### src/rtl/demux_edge_counter_2ch.sv
// Two-channel rising-edge counter on a 1-to-2 demux output, with saturating live
// counters and an IDLE/HOLD snapshot handshake that presents stable counts to a consumer.
//
//   state   | meaning
//   --------+-----------------------------------------------------------
//   ST_IDLE | no snapshot outstanding; snap_req captures live counts
//   ST_HOLD | snapshot presented on cnt0/cnt1; waiting for snap_ack
module demux_edge_counter_2ch #(
  parameter int unsigned CNT_W       = 8,
  parameter bit          CLR_ON_SNAP = 1'b1
) (
  input  logic             clk,
  input  logic             rst_n,
  input  logic [1:0]       demux_out,
  input  logic             clear,
  input  logic             snap_req,
  input  logic             snap_ack,
  output logic             snap_valid,
  output logic [CNT_W-1:0] cnt0,
  output logic [CNT_W-1:0] cnt1,
  output logic [1:0]       sat
);

  typedef enum logic {
    ST_IDLE = 1'b0,
    ST_HOLD = 1'b1
  } state_e;

  localparam logic [CNT_W-1:0] CNT_MAX  = '1;
  localparam logic [CNT_W-1:0] CNT_ZERO = '0;
  localparam logic [CNT_W-1:0] CNT_ONE  = {{(CNT_W-1){1'b0}}, 1'b1};

  state_e                 state_q;
  logic                   snap_valid_q;
  logic [CNT_W-1:0]       cnt0_q;
  logic [CNT_W-1:0]       cnt1_q;

  logic [1:0]             prev_q;
  logic [1:0][CNT_W-1:0]  live_q;
  logic [1:0][CNT_W-1:0]  live_d;
  logic [1:0]             sat_q;
  logic [1:0]             sat_d;

  logic [1:0]             rise;
  logic                   snap_fire;

  assign rise      = demux_out & ~prev_q;
  assign snap_fire = (state_q == ST_IDLE) && snap_req;

  // Priority: clear discards everything, then the snapshot reload, then normal counting.
  always_comb begin
    live_d = live_q;
    sat_d  = sat_q;
    for (int i = 0; i < 2; i++) begin
      if (clear) begin
        live_d[i] = CNT_ZERO;
        sat_d[i]  = 1'b0;
      end else if (snap_fire && CLR_ON_SNAP) begin
        live_d[i] = rise[i] ? CNT_ONE : CNT_ZERO;
      end else if (rise[i]) begin
        if (live_q[i] == CNT_MAX) begin
          sat_d[i] = 1'b1;
        end else begin
          live_d[i] = live_q[i] + CNT_ONE;
        end
      end
    end
  end

  always_ff @(posedge clk or negedge rst_n) begin
    if (!rst_n) begin
      prev_q <= 2'b00;
      live_q <= '0;
      sat_q  <= 2'b00;
    end else begin
      prev_q <= demux_out;
      live_q <= live_d;
      sat_q  <= sat_d;
    end
  end

  // Snapshot captures the pre-update live values, so a same-cycle clear or edge is not seen.
  always_ff @(posedge clk or negedge rst_n) begin
    if (!rst_n) begin
      state_q      <= ST_IDLE;
      snap_valid_q <= 1'b0;
      cnt0_q       <= CNT_ZERO;
      cnt1_q       <= CNT_ZERO;
    end else begin
      case (state_q)
        ST_IDLE: begin
          if (snap_req) begin
            cnt0_q       <= live_q[0];
            cnt1_q       <= live_q[1];
            snap_valid_q <= 1'b1;
            state_q      <= ST_HOLD;
          end
        end
        ST_HOLD: begin
          if (snap_ack) begin
            snap_valid_q <= 1'b0;
            state_q      <= ST_IDLE;
          end
        end
        default: begin
          snap_valid_q <= 1'b0;
          state_q      <= ST_IDLE;
        end
      endcase
    end
  end

  assign snap_valid = snap_valid_q;
  assign cnt0       = cnt0_q;
  assign cnt1       = cnt1_q;
  assign sat        = sat_q;

endmodule

### config.mk
export PLATFORM = sky130hd
export DESIGN_NAME = demux_edge_counter_2ch
export DESIGN_NICKNAME = d
export VERILOG_FILES = /design/src/rtl/demux_edge_counter_2ch.sv
export SDC_FILE = /design/constraint.sdc
export NUM_CORES = 1
export LEC_CHECK = 0
export ABC_AREA = 1
export CAP_MARGIN = 25
export CELL_PAD_IN_SITES_DETAIL_PLACEMENT = 1
export CELL_PAD_IN_SITES_GLOBAL_PLACEMENT = 1
export CORE_UTILIZATION = 26
export DETAILED_ROUTE_END_ITERATION = 8
export PLACE_DENSITY = 0.51
export SKIP_CTS_REPAIR_TIMING = 1
export SLEW_MARGIN = 5
export SYNTH_ARGS = -nofsm -noshare
export SYNTH_HDL_FRONTEND = slang
export SYNTH_SLANG_ARGS = --single-unit
### constraint.sdc
create_clock -name clk -period 1.8 [get_ports clk]
set_clock_uncertainty 0.1 [all_clocks]
set_input_delay 0.18 -clock clk [delete_from_list [all_inputs] [get_ports clk]]
set_output_delay 0.18 -clock clk [all_outputs]
set_load 0.03 [all_outputs]
# Word-level counts from Yosys, hierarchy flattened
# Cells that the tools add are included.
[totals] mem_count=0 elab_cells=58 mem_bits_ro=0 latchBits=0 ram_bits=0 regBits=38
[classes] n_addsub=2 n_mul=0 n_div=0 n_lt_le_gt_ge=0 n_eq_ne=7 shift=0 bitwise_logic=3 reduce_logical=13 n_mux=24
[op_table] operator="two-way mux 8 bit" count=8
[op_table] operator="adder 8 x 1 -> 8 bit (second input constant)" count=2
[op_table] operator="equality test 8 bit (second input constant)" count=2
[op_table] operator="two-way mux 1 bit" count=14
[op_table] operator="AND reduction 2 bit" count=4
[op_table] operator="nonzero test 2 bit" count=4
[op_table] operator="inequality test 2 bit (second input constant)" count=3
[op_table] operator="inequality test 3 bit (second input constant)" count=2
[op_table] operator="AND reduction 3 bit" count=2
[op_table] operator="nonzero test 3 bit" count=2
[op_table] operator="one-hot mux 1 bit (2 select lines)" count=2
[op_table] operator="bitwise AND 2 bit" count=1
[op_table] operator="inverter 2 bit" count=1
[op_table] operator="logical AND 1 bit" count=1
[op_table] operator="inverter 1 bit" count=1

# Longest topological paths before layout
# Gate-level depths: netlist of the first run.
[depth] depth_word=5 ltp_mapped=8 ltp_nobuf=8

# Least setup slack after synthesis of the first run
# OpenSTA, ideal clock, no wires.
[synth_timing] kind="flip-flop to flip-flop" startpoint="register live_q[8] (netlist name)" endpoint="register live_q[11] (netlist name)" path_stages_with_launch=9 setup_ns=0.122 slack_ns=0.454 path_buffers=0 period_less_slack_ns=1.346 t_arrival_ns=1.123 cell_sequence="dfrtp_1 ha_1 nand2_2 nor2_2 nand2_4 nand2_4 nand2_2 nand2_1 o21ai_1"
[synth_via] elab_chain_cells=5
[synth_lines] element="start, declared" line_no="39" text="logic [1:0][CNT_W-1:0] live_q;"
[synth_lines] element="start signal, assigned" line_no="77" text="live_q <= live_d;"
[synth_lines] element="adder 8 x 1 -> 8 bit" line_no="64" text="live_d[i] = live_q[i] + CNT_ONE;"
[synth_lines] element="two-way mux 8 bit" line_no="61" text="if (live_q[i] == CNT_MAX) begin"
[synth_lines] element="two-way mux 8 bit" line_no="60" text="end else if (rise[i]) begin"
[synth_lines] element="two-way mux 8 bit" line_no="58" text="end else if (snap_fire && CLR_ON_SNAP) begin"
[synth_lines] element="two-way mux 8 bit" line_no="55" text="if (clear) begin"
# Several ways; a longest one is shown, not always the timed one. The select of a mux whose other input is x is not followed.
# A chain may end at the register's enable or synchronous reset.

# Worst setup path in the final report of the first run
[layout_timing] startpoint="register cnt0_q[3] (netlist: cnt0[3])" endpoint="output port cnt0[3]"
[layout_lines] element="start, declared" line_no="35" text="logic [CNT_W-1:0] cnt0_q;"
[layout_lines] element="start signal, assigned" line_no="93" text="cnt0_q <= live_q[0];"
[layout_lines] element="end, declared" line_no="19" text="output logic [CNT_W-1:0] cnt0,"
# No word-level cell between the ends.

==> results of run 1 <==
[per-layer routing]
| layer | wire length [um] | part of all wire (%) |
|---|---|---|
| met3 | 157 | 3.3 |
| met4 | 76 | 1.6 |
| met2 | 1960 | 41 |
| met1 | 2610 | 54 |
| met5 | 0 | 0 |
[state kept, by name, summed over array words and instances (netlist names)]
| signal | cells |
|---|---|
| cnt1 | 8 |
| prev_q | 2 |
| snap_valid | 1 |
| cnt0 | 8 |
| sat | 2 |
| state_q | 1 |
| live_q | 16 |
[power groups by stage]
stage | sequential, uW | combinational [uW] | clock, uW
floorplan | 972 | 110 | 0
global placement | 934 | 273 | 0
detailed placement | 936 | 275 | 0
CTS | 919 | 276 | 611
global route | 925 | 302 | 632
finish | 919 | 269 | 577
[worst max path at each step]
| stage | startpoint | end | cells after the start |
|---|---|---|---|
| floorplan | live_q[8] | live_q[11] | 8 |
| global placement | live_q[1] | live_q[2] | 8 |
| detailed placement | live_q[1] | live_q[2] | 8 |
| CTS | cnt0[4] | cnt0[4] | 1 |
| global route | live_q[8] | live_q[11] | 8 |
| finish | cnt0[3] | cnt0[3] | 1 |
[cells by family after synthesis]
| family | synth area share, % |
|---|---|
| adder cells (fa/ha/maj) | 1.34 |
| AO/OA/AOI/OAI | 8.44 |
| flip-flops | 50.9 |
| AND/OR/NAND/NOR | 31.9 |
| buffers and inverters | 7.43 |
[layout by cell type, fill, tap and decap left out, types with 2 or more instances in the layout]
cell,count
nor2_2,4
o21ai_2,2
clkinv_2,2
nand2_4,7
ha_1,2
o21ai_0,21
nand2_2,4
nand3_1,17
clkbuf_8,5
nor3_1,2
clkdlybuf4s50_1,24
inv_1,28
nand2_1,57
nand4_1,9
o21ai_1,5
a21oi_1,2
dfrtp_1,38
buf_4,6
nor2_1,24
[metrics by stage]
step | util [%] | setup WS (ps) | hold WS (ps) | area (um2)
after floorplan | - | 454 | -216 | 1870
after global placement | 33.0 | 276 | 33.3 | 2270
after detailed placement | 33.0 | 241 | 25.3 | 2270
after CTS | 34.2 | 170 | -298 | 2350
after global routing | 34.3 | 67.3 | 267 | 2360
final | 34.3 | 190 | 234 | 2360
[cell type report]
class | count | area (um2)
clock buffer | 5 | 68.8
fill | 824 | 4510
inverter | 29 | 109
timing repair buffer | 33 | 320
clock inverter | 2 | 10.0
multi-input combinational | 157 | 778
sequential | 38 | 951
tap | 96 | 120
==> flow_summary.ini, run 1 <==
[power_and_ir_drop]
p_clk_share_pct = 32.7
vdd_drop_max_uv = 234
intPower_uw = 1250
seqPwrFrac_pct = 52.0
p_leak_uw = 0.00109
power_uw = 1770
comb_power_share_pct = 15.3
powerDensity_mw_per_mm2 = 749
switching_share_pct = 29.3
p_switching_uw = 517

[cts]
cts_buffers = 5
cts.sinks = 38
clk_pin_slew_ps = 80
cts_buffer_depth = 2
cts-htree-levels = 2
clockRootBuffer = clkbuf_8
cts_tree = done
insertion_delay_ps = 290

[grt]
grt_busiest_layer = met1
grt_overflow = 0
grtUsageTotal_pct = 14.5
grtUsageMet1_pct = 21.5
antenna_found_initial = 0
grt_max_degree = 27
grt_util_met2_pct = 20.9
grt_pass1_vias = 1609
use_met3_pct = 2.86
grt_pass1_wl_um = 8300

[setup_path]
critPathSlowestCell = clkdlybuf4s50_1
endpoint_kind = output port
crit_type = reg2out
worstPathCellList = clkdlybuf4s50_1
critPathTopFamily = buffers and inverters
reg2reg_from = live_q[1]
r2r_cells = 8
critPathBufInv = 1
r2r-end = live_q[0]
critPathLaunchType = register
worst-r2r-setup-slack_ps = 210
max_stage_delay_ps = 680
arrival_ps = 1330
required_ps = 1520
crit_path_max_fanout = 2

[timing]
drv_slew = 0
fin_crit_ps = 1610
finalCritPeriodShare_pct = 89.4
worstMarginPinSlew_ps = 379
maxSlewHeadroom_pct = 74.7
max_freq_ghz = 0.621
rsz0062_at_grt = no
hold_viol = 0
setup_violations = 0
setup_tns_ps = 0

[synthesis]
synth_edf_count = 0
syn_area_per_cell_um2 = 8.16
synth-async-reset-ratio_pct = 100
synth_area_leaders = dfrtp_1 51%, nand2_1 11%, inv_1 5.6%
synthCells = 229
syn-cell-area_mm2 = 0.00187
yosysTopAreaCell = dfrtp_1
synth.top_cell.area_share_pct = 50.9
yosysWarnings = 0
syn-num-nets = 238
yosysSeqAreaShare_pct = 50.9
synth_cell_types = 20
synthTopCellsByCount = 57 x nand2_1, 38 x dfrtp_1, 28 x inv_1, 24 x nor2_1, 21 x o21ai_0
yosysMostFrequentCell = nand2_1
ys_ff_latch = 38
ys.flop_type = dfrtp_1

[drt]
first_iter_violations = 52
viasPerCell = 4.37
postRouteAntennaNets = 0
drt_wl_total_um = 4810
wl_per_cell_um = 13.4
drc = 0
drt_first_pass_iters = 4
vias = 1573

[hold_path]
hold_class = in2async

[floorplanning]
ios = 26
dieArea_mm2 = 0.00753
num_rows = 30
core_area_mm2 = 0.00687
die_h_um = 86.8
die_width_um = 86.8
start_util_pct = 27.2

[layout]
drive_above_1_share_pct = 12.9
fin_cells = 360
syn2layout_area_growth_pct = 26.2
antennaDiodeCount = 0
fin_nets = 273

[status]
run_status = finished, final reports clean

[placement]
place_hpwl_um = 3540
placed_cells = 352
gp_congestion = 0.746
port-buffer-count = 25

[flow_run]
maxCapViolCount = 0
Note: power is estimated with default switching activity, not from simulation.
==> run 2: changes to the inputs <==
--- a/config.mk
+++ b/config.mk
@@ -17,3 +17,4 @@
 export SYNTH_ARGS = -nofsm -noshare
 export SYNTH_HDL_FRONTEND = slang
 export SYNTH_SLANG_ARGS = --single-unit
+export TNS_END_PERCENT = 30
==> constraint.sdc (replaced) <==
create_clock -name clk -period 2.1 [get_ports clk]
set_clock_uncertainty 0.1 [all_clocks]
set_input_delay 0.21 -clock clk [delete_from_list [all_inputs] [get_ports clk]]
set_output_delay 0.21 -clock clk [all_outputs]
set_load 0.03 [all_outputs]
==> flow_summary.ini, run 2 (synthesis gave the netlist of run 1 again) <==
[timing]
max_freq_ghz = 0.610
finalCritPeriodShare_pct = 78.0
hold_viol = 0
maxSlewHeadroom_pct = 69.3
rsz0062_at_grt = no
worstMarginPinSlew_ps = 460
fin_crit_ps = 1640
setup_tns_ps = 0
drv_slew = 0
setup_violations = 0

[setup_path]
critPathTopFamily = buffers and inverters
critPathLaunchType = register
critPathSlowestCell = clkdlybuf4s50_1
worst-r2r-setup-slack_ps = 510
arrival_ps = 1330
crit_path_max_fanout = 2
max_stage_delay_ps = 670
critPathBufInv = 1
worstPathCellList = clkdlybuf4s50_1
endpoint_kind = output port
crit_type = reg2out
required_ps = 1790

[cts]
cts_buffer_depth = 2
cts_buffers = 5
cts-htree-levels = 2
clk_pin_slew_ps = 80
insertion_delay_ps = 300
cts.sinks = 38
cts_tree = done
clockRootBuffer = clkbuf_8

[layout]
drive_above_1_share_pct = 11.9
syn2layout_area_growth_pct = 28.0
largest_reg_flops = 16
fillers = 824
final_cell_mix = 57 x nand2_1, 38 x dfrtp_1, 28 x inv_1
top_register = live_q
antennaDiodeCount = 0
fin_nets = 269
final_util_pct = 34.8
layout_commonest_cell = nand2_1

[flow_run]
maxCapViolCount = 0

[drt]
first_iter_violations = 48
vias = 1550
postRouteAntennaNets = 0
wl_per_cell_um = 13.1
drc = 0
drt_first_pass_iters = 4
viasPerCell = 4.34
drt_wl_total_um = 4660

[placement]
port-buffer-count = 25
gp_congestion = 0.722
place_hpwl_um = 3360

[floorplanning]
die_h_um = 86.8
ios = 26
dieArea_mm2 = 0.00753
num_rows = 30
die_width_um = 86.8
core_area_mm2 = 0.00687
start_util_pct = 27.2

[grt]
grt_pass1_wl_um = 7980
grt_overflow = 0
antenna_found_initial = 0
grt_max_degree = 39
grtUsageTotal_pct = 14.0
grt_pass1_vias = 1575

[hold_path]
hold_class = in2reg

[status]
run_status = finished, final reports clean

[power_and_ir_drop]
powerDensity_mw_per_mm2 = 747
p_leak_uw = 0.00110
vdd_drop_max_uv = 249
==> run 2: worst paths after layout <==
kind | from | end | depth (start not counted)
max | cnt0[0] | cnt0[0] | 1
min | demux_out[0] | prev_q[0] | 1
min reg2reg | state_q | snap_valid | 1
max in group asynchronous | rst_n | live_q[0] | 3
max reg2reg | live_q[1] | live_q[2] | 8
min in group asynchronous | rst_n | cnt1[5] | 3
==> run 2: stage by stage <==
| step | cell area [um2] | hold slack, ps | instances | worst slack (ps) | power, uW |
|---|---|---|---|---|---|
| 2_1_floorplan | 1870 | -186 | 229 | 754 | 927 |
| 3_5_place_dp | 2240 | 102 | 348 | 340 | 1030 |
| 3_3_place_gp | 2240 | 103 | 348 | 364 | 1030 |
| 5_1_grt | 2390 | 288 | 357 | 377 | 1870 |
| 6_report | 2390 | 275 | 357 | 462 | 1790 |
| 4_1_cts | 2380 | -225 | 356 | 446 | 1810 |
==> run 2: layout make-up <==
| type | count | area, um2 | area share, % |
|---|---|---|---|
| timing repair buffer | 29 | 290 | 12.1 |
| clock inverter | 2 | 60.1 | 2.51 |
| inverter | 29 | 109 | 4.55 |
| sequential | 38 | 951 | 39.8 |
| clock buffer | 6 | 82.6 | 3.45 |
| tap | 96 | 120 | 5.02 |
| multi-input combinational | 157 | 778 | 32.5 |
==> run 2: per-layer routing <==
metal	track usage [%]	vias to the layer above	part of all wire, %
met5	0	-	0
met4	5.91	0	1.9
met3	3.05	8	3.5
met2	18.6	31	39
met1	21.3	713	56
li1	-	798	-
==> run 2: power by group <==
group	leakage (uW)	internal [uW]	total (uW)	switching, uW
Sequential	0.000517	763	787	24.4
Clock	0.0000714	507	778	272
Combinational	0.000510	77.0	220	143
